$ cat config.mk
export PLATFORM = sky130hd
export DESIGN_NAME = gpr
export DESIGN_NICKNAME = d
export VERILOG_FILES = /design/src/rtl/gpr.sv
export SDC_FILE = /design/constraint.sdc
export NUM_CORES = 1
export LEC_CHECK = 0
export ABC_CLOCK_PERIOD_IN_PS = 2000
export CAP_MARGIN = 20
export CORE_AREA = 2 2 39 41
export CTS_CLUSTER_DIAMETER = 150
export DETAILED_ROUTE_END_ITERATION = 10
export DIE_AREA = 0 0 41 43
export PLACE_DENSITY_LB_ADDON = 0.1
export SYNTH_ARGS = -nofsm -noshare
export SYNTH_HDL_FRONTEND = slang
export SYNTH_SLANG_ARGS = --single-unit
$ cat constraint.sdc
create_clock -name clk -period 2 [get_ports clk]
set_input_delay 0.4 -clock clk [delete_from_list [all_inputs] [get_ports clk]]
set_output_delay 0.4 -clock clk [all_outputs]
set_load 0.005 [all_outputs]
$ cat src/rtl/gpr.sv
// General-purpose bus register: captures data_in when wa is high, drives data_out while oa is high.
// Define GPR_TRISTATE_EN to float data_out (all Z) when oa=0; the default build drives zeros instead.
module gpr #(
  parameter int                 WIDTH       = 8,
  parameter logic [0:WIDTH-1]   RESET_VALUE = {WIDTH{1'b0}}
) (
  output wire  [0:WIDTH-1] data_out,
  input  logic [0:WIDTH-1] data_in,
  input  logic             clk,
  input  logic             clr,
  input  logic             wa,
  input  logic             oa
);

  logic [0:WIDTH-1] store;
  logic [0:WIDTH-1] store_d;

  // Next-state selection: load the bus on write-enable, otherwise hold.
  always_comb begin
    store_d = store;
    if (wa) begin
      store_d = data_in;
    end else begin
      store_d = store;
    end
  end

  // Storage flop; clr is asynchronous and overrides any write.
  always_ff @(posedge clk or negedge clr) begin
    if (!clr) begin
      store <= RESET_VALUE;
    end else begin
      store <= store_d;
    end
  end

`ifdef GPR_TRISTATE_EN
  assign data_out = oa ? store : {WIDTH{1'bz}};
`else
  // Zero when idle so several registers can be OR-combined onto one bus.
  assign data_out = oa ? store : {WIDTH{1'b0}};
`endif

endmodule

* Yosys cells after proc, flatten, opt, wreduce, memory -nomap -nowiden
Cells that the tools add are included. W data, S select, Z words.
Operators by class: mux-type cells 1
Operators with widths (count):
- $mux W8 | 1
Storage, ports and cells: flip-flop bits (word level) 8, bits of input ports 12

* Logic depth before layout (Yosys ltp)
Gate-level depths: netlist of run 1.
depth after elaboration 1, depth in mapped cells 2

* Worst setup path before layout of run 1
Ideal clock, no wire load.
kind input to register, from input wa, to register store[0] in the netlist's numbering, arrival time 817 ps, data required time 1875 ps, path slack 1058 ps, stages on the path 2, buffers on the path 1, cell sequence buf_6 mux2_4
RTL lines:
- start: declaration | RTL line 11 | input logic wa,
- end signal: assignment | RTL line 33 | store <= store_d;
- end: declaration | RTL line 15 | logic [0:WIDTH-1] store;
No word-level cell between the ends.

* Worst setup path after layout of run 1
from input oa, to output data_out[4] in the netlist's numbering
On the way: longest elaborated chain between the ends 1
Ends and longest elaborated chain:
- start: declaration | RTL line 12 | input logic oa
- $mux W8 | RTL line 41 | assign data_out = oa ? store : {WIDTH{1'b0}};
- end: declaration | RTL line 7 | output wire [0:WIDTH-1] data_out,
No other way between the ends.

==> results.toml, run 1 <==
[floorplanning]
die_y_um = 43
start_util_pct = 27.58
fp.dieW_um = 41
boundaryPins = 20
core_um2 = 1384
die-area_um2 = 1763
rows = 14

[cts]
numCtsBuffers = 3
clk_pin_slew_ns = 0.05
h-tree-depth = 1
clk_latency_ns = 0.24
cts_tree = "yes"
cts_root_buffer = "clkbuf_4"
clockBufferDepth = 2
clkSinkCount = 8

[flow_run]
max-cap-violations = 0

[critical_path]
worst_setup_path_start_kind = "input port"
cp.arrival_ns = 1.41
crit_required_ns = 1.60
worstReg2RegStart = "store[6]"
critPathCaptureType = "primary output"
path_class = "input port to primary output"
cp-startpoint = "oa"
crit_fanout = 8

[global_routing]
grt_max_degree = 9
overflow = 0
first_global_vias = 278
grt_pass1_wl_um = 1242
track_usage_pct = 10.75
antenna_found_initial = 0

[drt]
routed_wl_um = 758
drt_first_iter_violations = 1
ant_nets = 0
remaining_drc_errors = 0
dr_total_vias = 272
drt-wirelength-per-cell_um = 12.23
viasPerCell = 4.387
drtPass1Iterations = 2

[sta]
setup_viol = 0
slew_violations = 0
fmax_mhz = 551.6
tightestPinTransition_ns = 0.5116
fin_skew_ns = 0
period_minus_slack_ns = 1.813
fin_crit_sh_pct = 90.65
rsz0062_at_grt = "false"
slew_headroom_pct = 65.78
fin_tns_setup_ns = 0
finalHoldViolations = 0

[yosys]
synth_area_per_cell_um2 = 15.26
synth_top_area_share_pct = 52.46
ys_warn_count = 0
ys_seq_area_share_pct = 52.46
syn_inst = 25
yosysUniqueCellTypes = 4
syn-cell-area_um2 = 381.6
synth.area.top_cells = "dfrtp_1, mux2_4, and2_1"
ys_ff_latch = 8
yosys.area.top_type = "dfrtp_1"
syn-num-nets = 37

[final_layout]
regMostFlops = "store"
largest_reg_flops = 8
layout_common_cells = "clkdlybuf4s50_1, and2_1, mux2_4, dfrtp_1, clkbuf_4"
area_growth_pct = 57.70
diodes = 0
final_cells = 62
nets = 60
layout-drive-gt1-share_pct = 23.91
layout_commonest_cell = "clkdlybuf4s50_1"
reg_top3 = "store x8"

[place]
dp_hpwl_um = 583.5
io_buffers = 19
dpl.cell_count = 59
place_congestion = 0.5146

[pwr]
p_leak_nw = 0.2679
irDropWorstVdd_uv = 332.3
p_per_area_nw_per_um2 = 655.2

[run_status]
status = "complete, no violations"

[min_path]
hold_path_class = "input port to asynchronous set/reset pin"
-- path summary, 6_finish.rpt --
check	slack (ns)	endpoint	cells past startpoint
max	0.19	data_out[4]	3
min	0.44	store[2]	1
max reg2reg	1.24	store[6]	1
min reg2reg	0.51	store[0]	1
max in group asynchronous	1.30	store[5]	1
min in group clk	0.51	store[0]	1
-- power by group --
group / internal, mW / switching [mW]
sequential: 0.178 / 0.00856
clock: 0.0681 / 0.0471
combinational: 0.0678 / 0.0242
total: 0.314 / 0.0799
-- cell families (layout without fill, tap and decap cells) --
kind of cell | after synthesis | count (layout) | share of synthesized area, %
multiplexers | 8 | 8 | 31.48
flip-flops | 8 | 8 | 52.46
buffers and inverters | 1 | 22 | 2.951
AND/OR/NAND/NOR | 8 | 8 | 13.12
-- timing repair --
| action | in CTS | in global routing |
|---|---|---|
| buffers inserted | 0 | 0 |
| endpoints found under the setup margin | 8 | 0 |
| hold buffers | 0 | 0 |
| resized for setup | 1 | 0 |
| hold endpoints to repair | 0 | 0 |
-- layer usage --
metal  global-route usage (%)  vias up  part of all wire (%)
met4                    4.000        0                     0
met2                    14.69       13                    48
met5                        0        -                     0
met3                    4.712        0                   8.4
met1                    14.62      134                    44
li1                         -      125                     -
-- cell type report --
type / instances / area (um^2)
fill: 134 / 782.0
sequential: 8 / 200.2
timing repair buffer: 19 / 188.9
multi-input combinational: 16 / 170.2
clock buffer: 3 / 22.52
tap: 16 / 20.02
-- per-stage QoR --
stage / hold WS [ns] / utilization, % / instance area, um^2 / setup slack (ns) / power (mW)
floorplan: 0.1044 / - / 381.6 / 1.058 / 0.2289
global placement: 0.4860 / 41.95 / 580.6 / -0.04349 / 0.2795
detailed placement: 0.4919 / 41.95 / 580.6 / -0.08590 / 0.2831
CTS: 0.4451 / 43.49 / 601.8 / 0.1664 / 0.4029
global route: 0.4522 / 43.49 / 601.8 / 0.1379 / 0.4206
finish: 0.4372 / 43.49 / 601.8 / 0.1870 / 0.3943
-- worst max-delay path: stages --
cell             delay (ns)
dlygate4sd2_1          0.33
and2_1                 0.17
clkdlybuf4s50_1        0.50
-- Yosys cell counts, drive strengths merged --
cell	instances
buf	1
mux2	8
dfrtp	8
and2	8
Note: power is estimated with default switching activity, not from simulation.
==> run 2, diff against run 1 <==
--- a/config.mk
+++ b/config.mk
@@ -5,12 +5,14 @@
 export SDC_FILE = /design/constraint.sdc
 export NUM_CORES = 1
 export LEC_CHECK = 0
-export ABC_CLOCK_PERIOD_IN_PS = 2000
+export ABC_CLOCK_PERIOD_IN_PS = 1640
 export CAP_MARGIN = 20
-export CORE_AREA = 2 2 39 41
+export CELL_PAD_IN_SITES_DETAIL_PLACEMENT = 1
+export CELL_PAD_IN_SITES_GLOBAL_PLACEMENT = 1
+export CORE_MARGIN = 1.5
+export CORE_UTILIZATION = 25
 export CTS_CLUSTER_DIAMETER = 150
 export DETAILED_ROUTE_END_ITERATION = 10
-export DIE_AREA = 0 0 41 43
 export PLACE_DENSITY_LB_ADDON = 0.1
 export SYNTH_ARGS = -nofsm -noshare
 export SYNTH_HDL_FRONTEND = slang
==> constraint.sdc (replaced) <==
create_clock -name clk -period 1.64 [get_ports clk]
set_input_delay 0.328 -clock clk [delete_from_list [all_inputs] [get_ports clk]]
set_output_delay 0.328 -clock clk [all_outputs]
set_load 0.005 [all_outputs]
==> run 2 against run 1 <==
Critical path depth fell by 1. Routed wire length rose by 14%. Combinational power rose by 29%. Sequential cell count did not move. Clock power rose by 29%. Clock skew did not move. Register-to-register slack got worse by 0.36 ns. Worst hold slack got worse by 0.077 ns. Clock-buffer cell count did not move. Non-clock buffer count rose by 1. Critical endpoint is now data_out[1]. Largest cell class is now buffers. Largest power group unchanged.
==> results.toml, run 2 (synthesis gave the netlist of run 1 again) <==
[drt]
drt-wirelength-per-cell_um = 13.94
ant_nets = 0
routed_wl_um = 864
drt_first_iter_violations = 2
dr_total_vias = 269
drtPass1Iterations = 4
viasPerCell = 4.339
remaining_drc_errors = 0

[cts]
clk_pin_slew_ns = 0.05
cts_resized = 3
cts_root_buffer = "clkbuf_4"
clockBufferDepth = 2
cts_setup_buffers = 0
numCtsBuffers = 3
clkSinkCount = 8
clk_latency_ns = 0.25
h-tree-depth = 1
holdBufCountCts = 0
cts_tree = "yes"

[sta]
finalHoldViolations = 0
slew_violations = 0
fin_crit_sh_pct = 95.53
fin_skew_ns = 0
setup_viol = 0
fmax_mhz = 638.3
tightestPinTransition_ns = 0.3758
slew_headroom_pct = 74.87
rsz0062_at_grt = "false"
period_minus_slack_ns = 1.567

[pwr]
total_power_mw = 0.4945
p_leak_nw = 0.2768
irDropWorstVdd_uv = 349.6
p_per_area_nw_per_um2 = 793.6

[floorplanning]
core_um2 = 1366
boundaryPins = 20
die-area_um2 = 1770
rows = 13
die_y_um = 42.07
fp.dieW_um = 42.07
start_util_pct = 27.93

[critical_path]
cp-startpoint = "store[1]"
critPathCaptureType = "primary output"
worst_setup_path_start_kind = "flop"
rr_worst_depth = 1
crit_end = "data_out[1]"
crit_fanout = 2
path_class = "flop to primary output"
cp.arrival_ns = 1.24
r2r_end = "store[1]"
worstReg2RegStart = "store[1]"
crit_required_ns = 1.31
r2r_slack_ns = 0.88

[place]
io_buffers = 19
place_congestion = 0.6469
dpl.cell_count = 59
dp_hpwl_um = 662.3

[final_layout]
layout-drive-gt1-share_pct = 27.66
diodes = 0
area_growth_pct = 63.28
final_cells = 62
layout_common_cells = "clkdlybuf4s50_1, and2_1, mux2_4, dfrtp_1, clkbuf_4"
layout_commonest_cell = "clkdlybuf4s50_1"
largest_reg_flops = 8
nets = 61
reg_top3 = "store x8"
regMostFlops = "store"

[global_routing]
antenna_found_initial = 0
grt_pass1_wl_um = 1428
grt_max_degree = 9
track_usage_pct = 11.14
first_global_vias = 311
overflow = 0

[min_path]
hold_path_class = "input port to asynchronous set/reset pin"

[flow_run]
max-cap-violations = 0

[run_status]
status = "complete, no violations"
[run 2: final cells by class]
type	count	area, um^2
clock buffers	3	22.52
well taps	15	18.77
multi-input cells	16	170.2
flip-flops and latches	8	200.2
repair buffers	20	211.5
fillers	157	743.2
[run 2: metal layers]
| layer | GRT usage [%] | routed length, um | up-vias |
|---|---|---|---|
| met5 | 0 | 0 | - |
| met1 | 13.16 | 376 | 130 |
| met2 | 17.50 | 433 | 11 |
| li1 | - | - | 128 |
| met3 | 4.310 | 54 | 0 |
| met4 | 5.625 | 0 | 0 |
[run 2: worst min-delay path by stage]
stage,slack (ns),from,end,depth (start not counted)
finish,0.36,clr,store[3],1
global route,0.37,clr,store[1],1
CTS,0.37,clr,store[3],1
detailed placement,0.50,store[5],store[5],1
global placement,0.49,store[1],store[1],1
floorplan,0.03,clr,store[0],0
[run 2: per-stage QoR]
stage | utilization, % | worst slack [ns] | TNS [ns] | instance area [um^2] | hold WS [ns]
detailed placement | 43.86 | -0.3120 | -2.298 | 599.3 | 0.4961
finish | 45.60 | 0.07325 | 0 | 623.1 | 0.3602
global route | 45.60 | 0.01710 | 0 | 623.1 | 0.3674
floorplan | - | 0.7699 | 0 | 381.6 | 0.03241
global placement | 43.86 | -0.2516 | -1.984 | 599.3 | 0.4874
CTS | 45.60 | 0.04641 | 0 | 623.1 | 0.3663
[run 2: worst max-delay path: stages, from the launching register on]
cell	delay, ns
dfrtp_1	0.38
and2_1	0.16
clkdlybuf4s50_1	0.45
[run 2: where the power goes]
| part | leakage [nW] | total, mW | internal [mW] | switching [mW] |
|---|---|---|---|---|
| logic | 0.170 | 0.119 | 0.0877 | 0.0315 |
| registers | 0.0935 | 0.227 | 0.217 | 0.0100 |
| clock network | 0.0138 | 0.148 | 0.0836 | 0.0643 |
